==> config.mk <==
export PLATFORM = sky130hd
export DESIGN_NAME = cla_seq_adder_ctrl
export DESIGN_NICKNAME = d
export VERILOG_FILES = /design/src/rtl/cla_seq_adder_ctrl.sv
export SDC_FILE = /design/constraint.sdc
export NUM_CORES = 1
export LEC_CHECK = 0
export ABC_AREA = 1
export CAP_MARGIN = 20
export CORE_AREA = 8 8 91 93
export DETAILED_ROUTE_END_ITERATION = 10
export DIE_AREA = 0 0 99 101
export GPL_ROUTABILITY_DRIVEN = 0
export PLACE_DENSITY_LB_ADDON = 0.12
export SYNTH_ARGS = -nofsm -noshare
export SYNTH_HDL_FRONTEND = slang
export SYNTH_SLANG_ARGS = --single-unit
export TNS_END_PERCENT = 30
==> constraint.sdc <==
create_clock -name clk -period 2.7 [get_ports clk]
set_input_delay 0.81 -clock clk [delete_from_list [all_inputs] [get_ports clk]]
set_output_delay 0.81 -clock clk [all_outputs]
set_load 0.005 [all_outputs]
==> src/rtl/cla_seq_adder_ctrl.sv <==
//==============================================================================
// Module  : cla_seq_adder_ctrl
// Brief   : Adds WIDTH-bit operands one nibble per cycle on a single shared
//           4-bit CLA slice, with valid/ready handshakes on both sides.
//           Optional subtract mode: define CLA_SEQ_ADDSUB_EN.
// Revision: 1.0 - initial release
//==============================================================================
`default_nettype none

module cla_seq_cla4 (
  input  logic [3:0] i_a,
  input  logic [3:0] i_b,
  input  logic       i_c,
  output logic [3:0] o_sum,
  output logic       o_cout,
  output logic       o_pg,
  output logic       o_gg
);
  logic [3:0] w_p;
  logic [3:0] w_g;
  logic [4:0] w_c;

  assign w_p = i_a ^ i_b;
  assign w_g = i_a & i_b;

  assign w_c[0] = i_c;
  assign w_c[1] = w_g[0] | (w_p[0] & i_c);
  assign w_c[2] = w_g[1] | (w_p[1] & w_g[0]) | (w_p[1] & w_p[0] & i_c);
  assign w_c[3] = w_g[2] | (w_p[2] & w_g[1]) | (w_p[2] & w_p[1] & w_g[0])
                | (w_p[2] & w_p[1] & w_p[0] & i_c);
  assign w_c[4] = o_gg | (o_pg & i_c);

  assign o_pg   = &w_p;
  assign o_gg   = w_g[3] | (w_p[3] & w_g[2]) | (w_p[3] & w_p[2] & w_g[1])
                | (w_p[3] & w_p[2] & w_p[1] & w_g[0]);
  assign o_sum  = w_p ^ w_c[3:0];
  assign o_cout = w_c[4];
endmodule

module cla_seq_adder_ctrl #(
  parameter int WIDTH = 16
) (
  input  logic             clk,
  input  logic             rst_n,
  input  logic             in_valid,
  output logic             in_ready,
  input  logic [WIDTH-1:0] in_a,
  input  logic [WIDTH-1:0] in_b,
  input  logic             in_cin,
`ifdef CLA_SEQ_ADDSUB_EN
  input  logic             in_sub,
`endif
  output logic             out_valid,
  input  logic             out_ready,
  output logic [WIDTH-1:0] out_sum,
  output logic             out_cout,
  output logic             out_ovf,
  output logic             busy
);
  localparam int NSLICE = WIDTH / 4;
  localparam int IDXW   = (NSLICE > 1) ? $clog2(NSLICE) : 1;

  typedef enum logic [1:0] {
    S_IDLE = 2'd0,
    S_RUN  = 2'd1,
    S_DONE = 2'd2
  } state_t;

  state_t           r_state;
  logic [WIDTH-1:0] r_a;
  logic [WIDTH-1:0] r_b;
  logic [WIDTH-1:0] r_sum;
  logic             r_carry;
  logic [IDXW-1:0]  r_idx;
  logic             r_in_ready;
  logic             r_out_valid;
  logic [WIDTH-1:0] r_out_sum;
  logic             r_out_cout;
  logic             r_out_ovf;
  logic             r_busy;

  logic [WIDTH-1:0] w_b_eff;
  logic [IDXW+1:0]  w_base;
  logic [3:0]       w_slice_sum;
  logic             w_slice_cout;
  logic             w_unused_pg;
  logic             w_unused_gg;
  logic [WIDTH-1:0] w_sum_next;
  logic             w_last;
  logic             w_ovf;
  logic             w_init_carry;

`ifdef CLA_SEQ_ADDSUB_EN
  logic r_sub;
  assign w_b_eff      = r_sub ? ~r_b : r_b;
  assign w_init_carry = in_sub | in_cin;
`else
  assign w_b_eff      = r_b;
  assign w_init_carry = in_cin;
`endif

  assign w_base = {r_idx, 2'b00};
  assign w_last = (r_idx == IDXW'(NSLICE - 1));

  cla_seq_cla4 u_cla (
    .i_a    (r_a[w_base +: 4]),
    .i_b    (w_b_eff[w_base +: 4]),
    .i_c    (r_carry),
    .o_sum  (w_slice_sum),
    .o_cout (w_slice_cout),
    .o_pg   (w_unused_pg),
    .o_gg   (w_unused_gg)
  );

  always_comb begin
    w_sum_next = r_sum;
    w_sum_next[w_base +: 4] = w_slice_sum;
  end

  // Only meaningful on the last slice, where w_slice_sum[3] is the result MSB.
  assign w_ovf = (r_a[WIDTH-1] == w_b_eff[WIDTH-1]) && (w_slice_sum[3] != r_a[WIDTH-1]);

  always_ff @(posedge clk or negedge rst_n) begin
    if (!rst_n) begin
      r_state     <= S_IDLE;
      r_a         <= '0;
      r_b         <= '0;
      r_sum       <= '0;
      r_carry     <= 1'b0;
      r_idx       <= '0;
      r_in_ready  <= 1'b1;
      r_out_valid <= 1'b0;
      r_out_sum   <= '0;
      r_out_cout  <= 1'b0;
      r_out_ovf   <= 1'b0;
      r_busy      <= 1'b0;
`ifdef CLA_SEQ_ADDSUB_EN
      r_sub       <= 1'b0;
`endif
    end else begin
      case (r_state)
        S_IDLE: begin
          if (in_valid && r_in_ready) begin
            r_a        <= in_a;
            r_b        <= in_b;
            r_carry    <= w_init_carry;
`ifdef CLA_SEQ_ADDSUB_EN
            r_sub      <= in_sub;
`endif
            r_idx      <= '0;
            r_in_ready <= 1'b0;
            r_busy     <= 1'b1;
            r_state    <= S_RUN;
          end
        end
        S_RUN: begin
          r_sum   <= w_sum_next;
          r_carry <= w_slice_cout;
          if (w_last) begin
            r_out_valid <= 1'b1;
            r_out_sum   <= w_sum_next;
            r_out_cout  <= w_slice_cout;
            r_out_ovf   <= w_ovf;
            r_state     <= S_DONE;
          end else begin
            r_idx <= r_idx + 1'b1;
          end
        end
        S_DONE: begin
          if (out_ready) begin
            r_out_valid <= 1'b0;
            r_in_ready  <= 1'b1;
            r_busy      <= 1'b0;
            r_state     <= S_IDLE;
          end
        end
        default: r_state <= S_IDLE;
      endcase
    end
  end

  assign in_ready  = r_in_ready;
  assign out_valid = r_out_valid;
  assign out_sum   = r_out_sum;
  assign out_cout  = r_out_cout;
  assign out_ovf   = r_out_ovf;
  assign busy      = r_busy;
endmodule

`default_nettype wire

==> results.cfg, run 1 <==
[place]
post_dp_cell_area_sq_um = 4170
dp_slack_ns = 0.388
port_buffers = 57
detailed_place_hpwl_um = 5650

[timing]
final-hold-violation-count = 0
clock.fmax_mhz = 428
hold_ws_ns = 0.399
post-route-min-period_ns = 2.34
final_min_period_over_clock_period_pct = 86.6
setup_total_negative_slack_ns = 0
rsz0062_at_grt = no
setup-violations-final = 0
final-max-slew-violation-count = 0
fin_skew_ns = 0.00860
max_slew.worst_pin.slew_ns = 0.450
max-slew-margin-rel_pct = 70.0
postLayoutSetupSlackWorst_ns = 0.361

[detailed_routing]
drc = 0
dr_wl_met3_um = 292
wl_um = 7820
drt_first_iter_violations = 108
met2_length_um = 3940
post_drt_via_cell_ratio = 5.27
number_of_vias_after_detailed_routing = 2724
met1_length_um = 3390
dr.max_layer_used = met4
wire_per_inst_um = 15.1
drtAntennaViolNets = 0
firstDrtPassIters = 4

[logic_synthesis]
netlist-cell-type-count = 31
synth_async_sr_flop_share_pct = 100
synth_top_flop_cell = dfrtp_1
yosysWarningCount = 0
post_synth_and_or_nand_nor_area_fraction_pct = 17.0
post_synth_inst_count = 367
yosys_register_bits = 74
netlist_area_sq_um = 3510
synth.top_cell.area_share_pct = 52.0
largest_family_of_logic_cells_by_synthesized_area = simple AND/OR/NAND/NOR gates
synth-edff-count = 0
yosys.area.top_type = dfrtp_1
post-synth-top-count-cell = nand2_1
sequential_area_share_after_synthesis_pct = 52.7
synth_top_cells_by_count = nand2_1, dfrtp_1, o21ai_0, inv_1, mux2_1
muxShareOfSynthArea_pct = 10.5
avgSynthCellArea_sq_um = 9.58
synth_fa_ha_area_share_pct = 4.49
post_synth_xor_area_fraction_pct = 0.249
fraction_of_the_mapped_netlist_area_in_compound_gates_pct = 9.40
synth_area_leaders = dfrtp_1, nand2_1, mux2_1
synth_nets = 416

[clock_network]
worst_setup_hold_path_clk_slew_ns = 0.08
cts-root-buf = clkbuf_8
cts_buffer_depth = 2
postCtsSetupRepairBufs = 0
post_cts.resized_instances = 0
cts_tree = yes
tritoncts_num_sinks = 74
clock_tree.htree_level_count = 3
clock_latency_ns = 0.35
tritoncts_buffers = 9
hold_buffers = 0

[worst_setup_path]
timing_worst_setup_path_type = flip-flop to flip-flop
critical_path.startpoint = r_idx[0]
reg2reg_from = r_idx[0]
worst-endpoint-required_ns = 2.99
setup.worst_path.end_class = flip-flop
kind_of_launch_point_of_the_worst_setup_path = flip-flop
critPathMaxFanout = 15
timing.critical_path.arrival_ns = 2.63

[power]
p_seq_share_pct = 34.6
switching_power_w = 0.00222
share_comb_of_total_power_pct = 49.1
power_report.internal_total_w = 0.00323
portion_of_total_power_attributed_to_the_clock_network_pct = 16.3
vdd_ir_drop_max_v = 0.000570
report.power.total_w = 0.00545
switching_share_pct = 40.7
p_leak_nw = 2.09
power_density_nw_per_um2 = 1240

[final_layout]
antenna_cells = 0
finalInstanceArea_sq_um = 4380
layout.filler_cells = 591
layout-drive-gt1-share_pct = 8.97
multi_input_comb_area_sq_um = 1460
storage_cell_area_sq_um = 1850
num-nets-final = 480
layout-area-overhead-vs-synth_pct = 24.5

[die]
floorplan.rows = 31
design.die.area_sq_um = 10000
die_y_um = 101
ios = 58
placeableCoreArea_sq_um = 6940
chipWidth_um = 99
start_util_pct = 50.6

[status]
status = complete, no violations

[hold_path]
hold_class = primary input to asynchronous set/reset pin

[global_route]
first_global_vias = 2894
antenna_found_initial = 0
grt_start_max_net_pins = 37
grt_pass1_wl_um = 13500
grt-ovfl-total = 0
groute.usage.overall_pct = 17.1

[run]
maxCapViolCount = 0
worst paths after layout:
check | to | slack (ns) | cells past startpoint
worst max-delay path | r_sum[11] | 0.36 | 12
worst min-delay path | out_sum[14] | 0.40 | 1
worst max register to register | r_sum[11] | 0.36 | 12
worst min register to register | out_sum[4] | 0.48 | 2
max in group asynchronous | r_b[5] | 1.71 | 2
min in group clk | out_sum[4] | 0.48 | 2
metal layers:
layer,vias to the layer above,global-route usage (%)
li1,1336,-
met1,1310,19.6
met2,64,29.5
met3,14,3.59
met4,0,8.97
met5,-,0
cells by family after synthesis:
| logic type | after synthesis |
|---|---|
| and+or+nand+nor | 147 |
| DFF | 74 |
| AOI/OAI and AO/OA | 58 |
| buffers and inverters | 42 |
| muxes | 33 |
| adders and majority gates | 12 |
| xor gates and xnor gates | 1 |
worst max-delay path, stage by stage, from the launching register on:
cell,delay [ns]
dfrtp_1,0.37
inv_1,0.31
o21ai_0,0.13
o22ai_1,0.18
ha_1,0.31
or2_0,0.21
nand2_1,0.08
nand3_1,0.07
nand2_1,0.23
nand2_1,0.11
o21ai_2,0.14
nand2_1,0.06
nand2_1,0.07
layout make-up:
type / count / area share (%)
inverters: 30 / 2.63
repair buffers: 65 / 14.6
flip-flops and latches: 74 / 42.3
multi-input cells: 251 / 33.4
clock inverters: 2 / 0.800
clock buffers: 13 / 3.86
well taps: 82 / 2.34
cell usage in the layout (no fill, tap or decap), types with 2 or more instances in the layout:
cell type,count
nand2_1,111
dfrtp_1,73
clkdlybuf4s50_1,56
o21ai_0,35
inv_1,27
mux2_1,26
nor2_1,20
o22ai_1,15
clkbuf_8,12
ha_1,11
buf_4,7
nand3_1,6
mux2_2,6
nand4_1,4
nand2_2,2
a21oi_1,2
o21ai_2,2
o32ai_1,2
through the flow:
step	utilization (%)	instances
floorplan	-	367
global placement	60.1	502
detailed placement	60.1	502
CTS	63.0	517
global route	63.0	517
finish	63.0	517
power by group through the flow:
stage | logic [W] | clock network (W) | registers (W)
3_5_place_dp | 0.00267 | 0 | 0.00191
5_1_grt | 0.00303 | 0.000947 | 0.00194
2_1_floorplan | 0.00181 | 0 | 0.00185
6_report | 0.00267 | 0.000887 | 0.00189
4_1_cts | 0.00270 | 0.000903 | 0.00189
3_3_place_gp | 0.00261 | 0 | 0.00189
flip-flops by register name (all words and copies together) (netlist names):
signal,flops
out_cout,1
r_carry,1
r_idx,2
out_valid,1
in_ready,1
r_a,16
busy,1
r_sum,16
out_sum,16
r_state,2
r_b,16
out_ovf,1
Note: power is estimated with default switching activity, not from simulation.
==> inputs of run 2 (changes only) <==
--- a/config.mk
+++ b/config.mk
@@ -11,6 +11,7 @@
 export DETAILED_ROUTE_END_ITERATION = 10
 export DIE_AREA = 0 0 99 101
 export GPL_ROUTABILITY_DRIVEN = 0
+export GPL_TIMING_DRIVEN = 0
 export PLACE_DENSITY_LB_ADDON = 0.12
 export SYNTH_ARGS = -nofsm -noshare
 export SYNTH_HDL_FRONTEND = slang
==> results.cfg, run 2 (same netlist as run 1, synthesis figures left out) <==
[worst_setup_path]
worstPathCellList = inv_1 -> clkbuf_4 -> buf_6 -> nor2_1 -> o22ai_1 -> ha_1 -> or2_0 -> nand2_1 -> nand3_1 -> nand2_2 -> nand2_1 -> o21ai_2 -> nand2_1 -> nand2_1
kind_of_launch_point_of_the_worst_setup_path = flip-flop
critPathMaxFanout = 12
timing_worst_setup_path_type = flip-flop to flip-flop
timing.critical_path.arrival_ns = 2.78
critPathMaxStageDelay_ns = 0.46
critical_path_s_most_frequent_cell = nand2_1
cp_slowest_cell = dfrtp_2
worst-endpoint-required_ns = 2.99
setup.worst_path.end_class = flip-flop

[place]
placedCellCount = 507
detailed_place_hpwl_um = 5650
post_dp_cell_area_sq_um = 4210
port_buffers = 57

[final_layout]
finalInstanceArea_sq_um = 4450
layout-drive-gt1-share_pct = 11.6
storage_cell_area_sq_um = 1860
num-nets-final = 485
finalCoreUtilization_pct = 64.2
layout_common_cells = nand2_1, dfrtp_1, clkdlybuf4s50_1
layout-area-overhead-vs-synth_pct = 26.7
layout.cells.most_common = nand2_1
antenna_cells = 0
layout.filler_cells = 569
final-instance-count-excl-fill = 523
multi_input_comb_area_sq_um = 1480

[die]
design.die.area_sq_um = 10000
ios = 58
chipWidth_um = 99
die_y_um = 101
placeableCoreArea_sq_um = 6940
start_util_pct = 50.6
floorplan.rows = 31

[detailed_routing]
post_drt_via_cell_ratio = 5.19
wire_per_inst_um = 14.9
drt_first_iter_violations = 171
number_of_vias_after_detailed_routing = 2713
firstDrtPassIters = 4
wl_um = 7800
drc = 0
drtAntennaViolNets = 0

[power]
power_density_nw_per_um2 = 1260
vdd_ir_drop_max_v = 0.000695
report.power.total_w = 0.00561
p_leak_nw = 2.13

[timing]
fin_skew_ns = 0.00707
post-route-min-period_ns = 2.49
final_min_period_over_clock_period_pct = 92.2
max_slew.worst_pin.slew_ns = 0.446
final-max-slew-violation-count = 0
setup-violations-final = 0
rsz0062_at_grt = no
max-slew-margin-rel_pct = 70.3
clock.fmax_mhz = 402
final-hold-violation-count = 0

[clock_network]
cts-root-buf = clkbuf_8
tritoncts_num_sinks = 74
cts_buffer_depth = 2
cts_tree = yes
clock_tree.htree_level_count = 3
worst_setup_hold_path_clk_slew_ns = 0.08
tritoncts_buffers = 9
clock_latency_ns = 0.34

[status]
status = complete, no violations

[run]
maxCapViolCount = 0

[global_route]
first_global_vias = 2841
antenna_found_initial = 0
grt_start_max_net_pins = 42
groute.usage.overall_pct = 16.9
grt_pass1_wl_um = 13400
grt-ovfl-total = 0

[hold_path]
hold_class = primary input to asynchronous set/reset pin
[run 2: routing by layer]
layer  vias up  track usage (%)  part of all wire (%)
li1       1342                -                     -
met2        60             27.5                    49
met4         0             7.20                   2.1
met1      1296             20.2                    44
met3        15             5.18                   4.9
met5         -                0                     0
[run 2: path summary, 6_finish.rpt]
| check | start | end | slack (ns) | cells past startpoint |
|---|---|---|---|---|
| min | rst_n | out_sum[15] | 0.41 | 1 |
| max | r_idx[0] | r_sum[11] | 0.21 | 14 |
| max reg2reg | r_idx[0] | r_sum[11] | 0.21 | 14 |
| min reg2reg | out_sum[5] | out_sum[5] | 0.48 | 2 |
| min in group clk | out_sum[5] | out_sum[5] | 0.48 | 2 |
| max in group asynchronous | rst_n | r_sum[10] | 1.73 | 2 |
[run 2: final cells by class]
| class | count | share of cell area (%) |
|---|---|---|
| clock buffers | 11 | 3.17 |
| plain buffers | 12 | 2.11 |
| multi-input cells | 251 | 33.2 |
| well taps | 82 | 2.30 |
| flip-flops and latches | 74 | 41.7 |
| clock inverters | 5 | 1.74 |
| repair buffers | 58 | 13.2 |
| inverters | 30 | 2.61 |
[run 2: stage by stage]
| step | setup slack, ns | setup TNS [ns] | hold WS [ns] |
|---|---|---|---|
| after floorplan | 0.485 | 0 | 0.449 |
| after global placement | -1.76 | -129.15 | 0.462 |
| after detailed placement | -0.113 | -0.800 | 0.465 |
| after CTS | 0.00996 | 0 | 0.416 |
| after global routing | 0.0317 | 0 | 0.415 |
| final | 0.211 | 0 | 0.408 |
[run 2: timing repair]
action                     in CTS  in global routing
gates cloned                    0                  0
hold buffers                    0                  0
setup endpoints to repair      17                 18
buffers inserted                0                  0
hold endpoints to repair        0                  0
resized for setup               4                 13
[run 2: critical path: cells and delay by family, from the launching register on]
family / cells / cell delay [ns]
AOI/OAI and AO/OA: 2 / 0.35
adders and majority gates: 1 / 0.30
buffers and inverters: 3 / 0.49
DFF: 1 / 0.46
and+or+nand+nor: 8 / 0.83
[run 2: where the power goes]
group | switching, W | internal, W | leakage [nW] | total, W
Combinational | 0.00158 | 0.00118 | 1.07 | 0.00276
Sequential | 0.000289 | 0.00161 | 0.943 | 0.00190
Clock | 0.000413 | 0.000543 | 0.109 | 0.000956
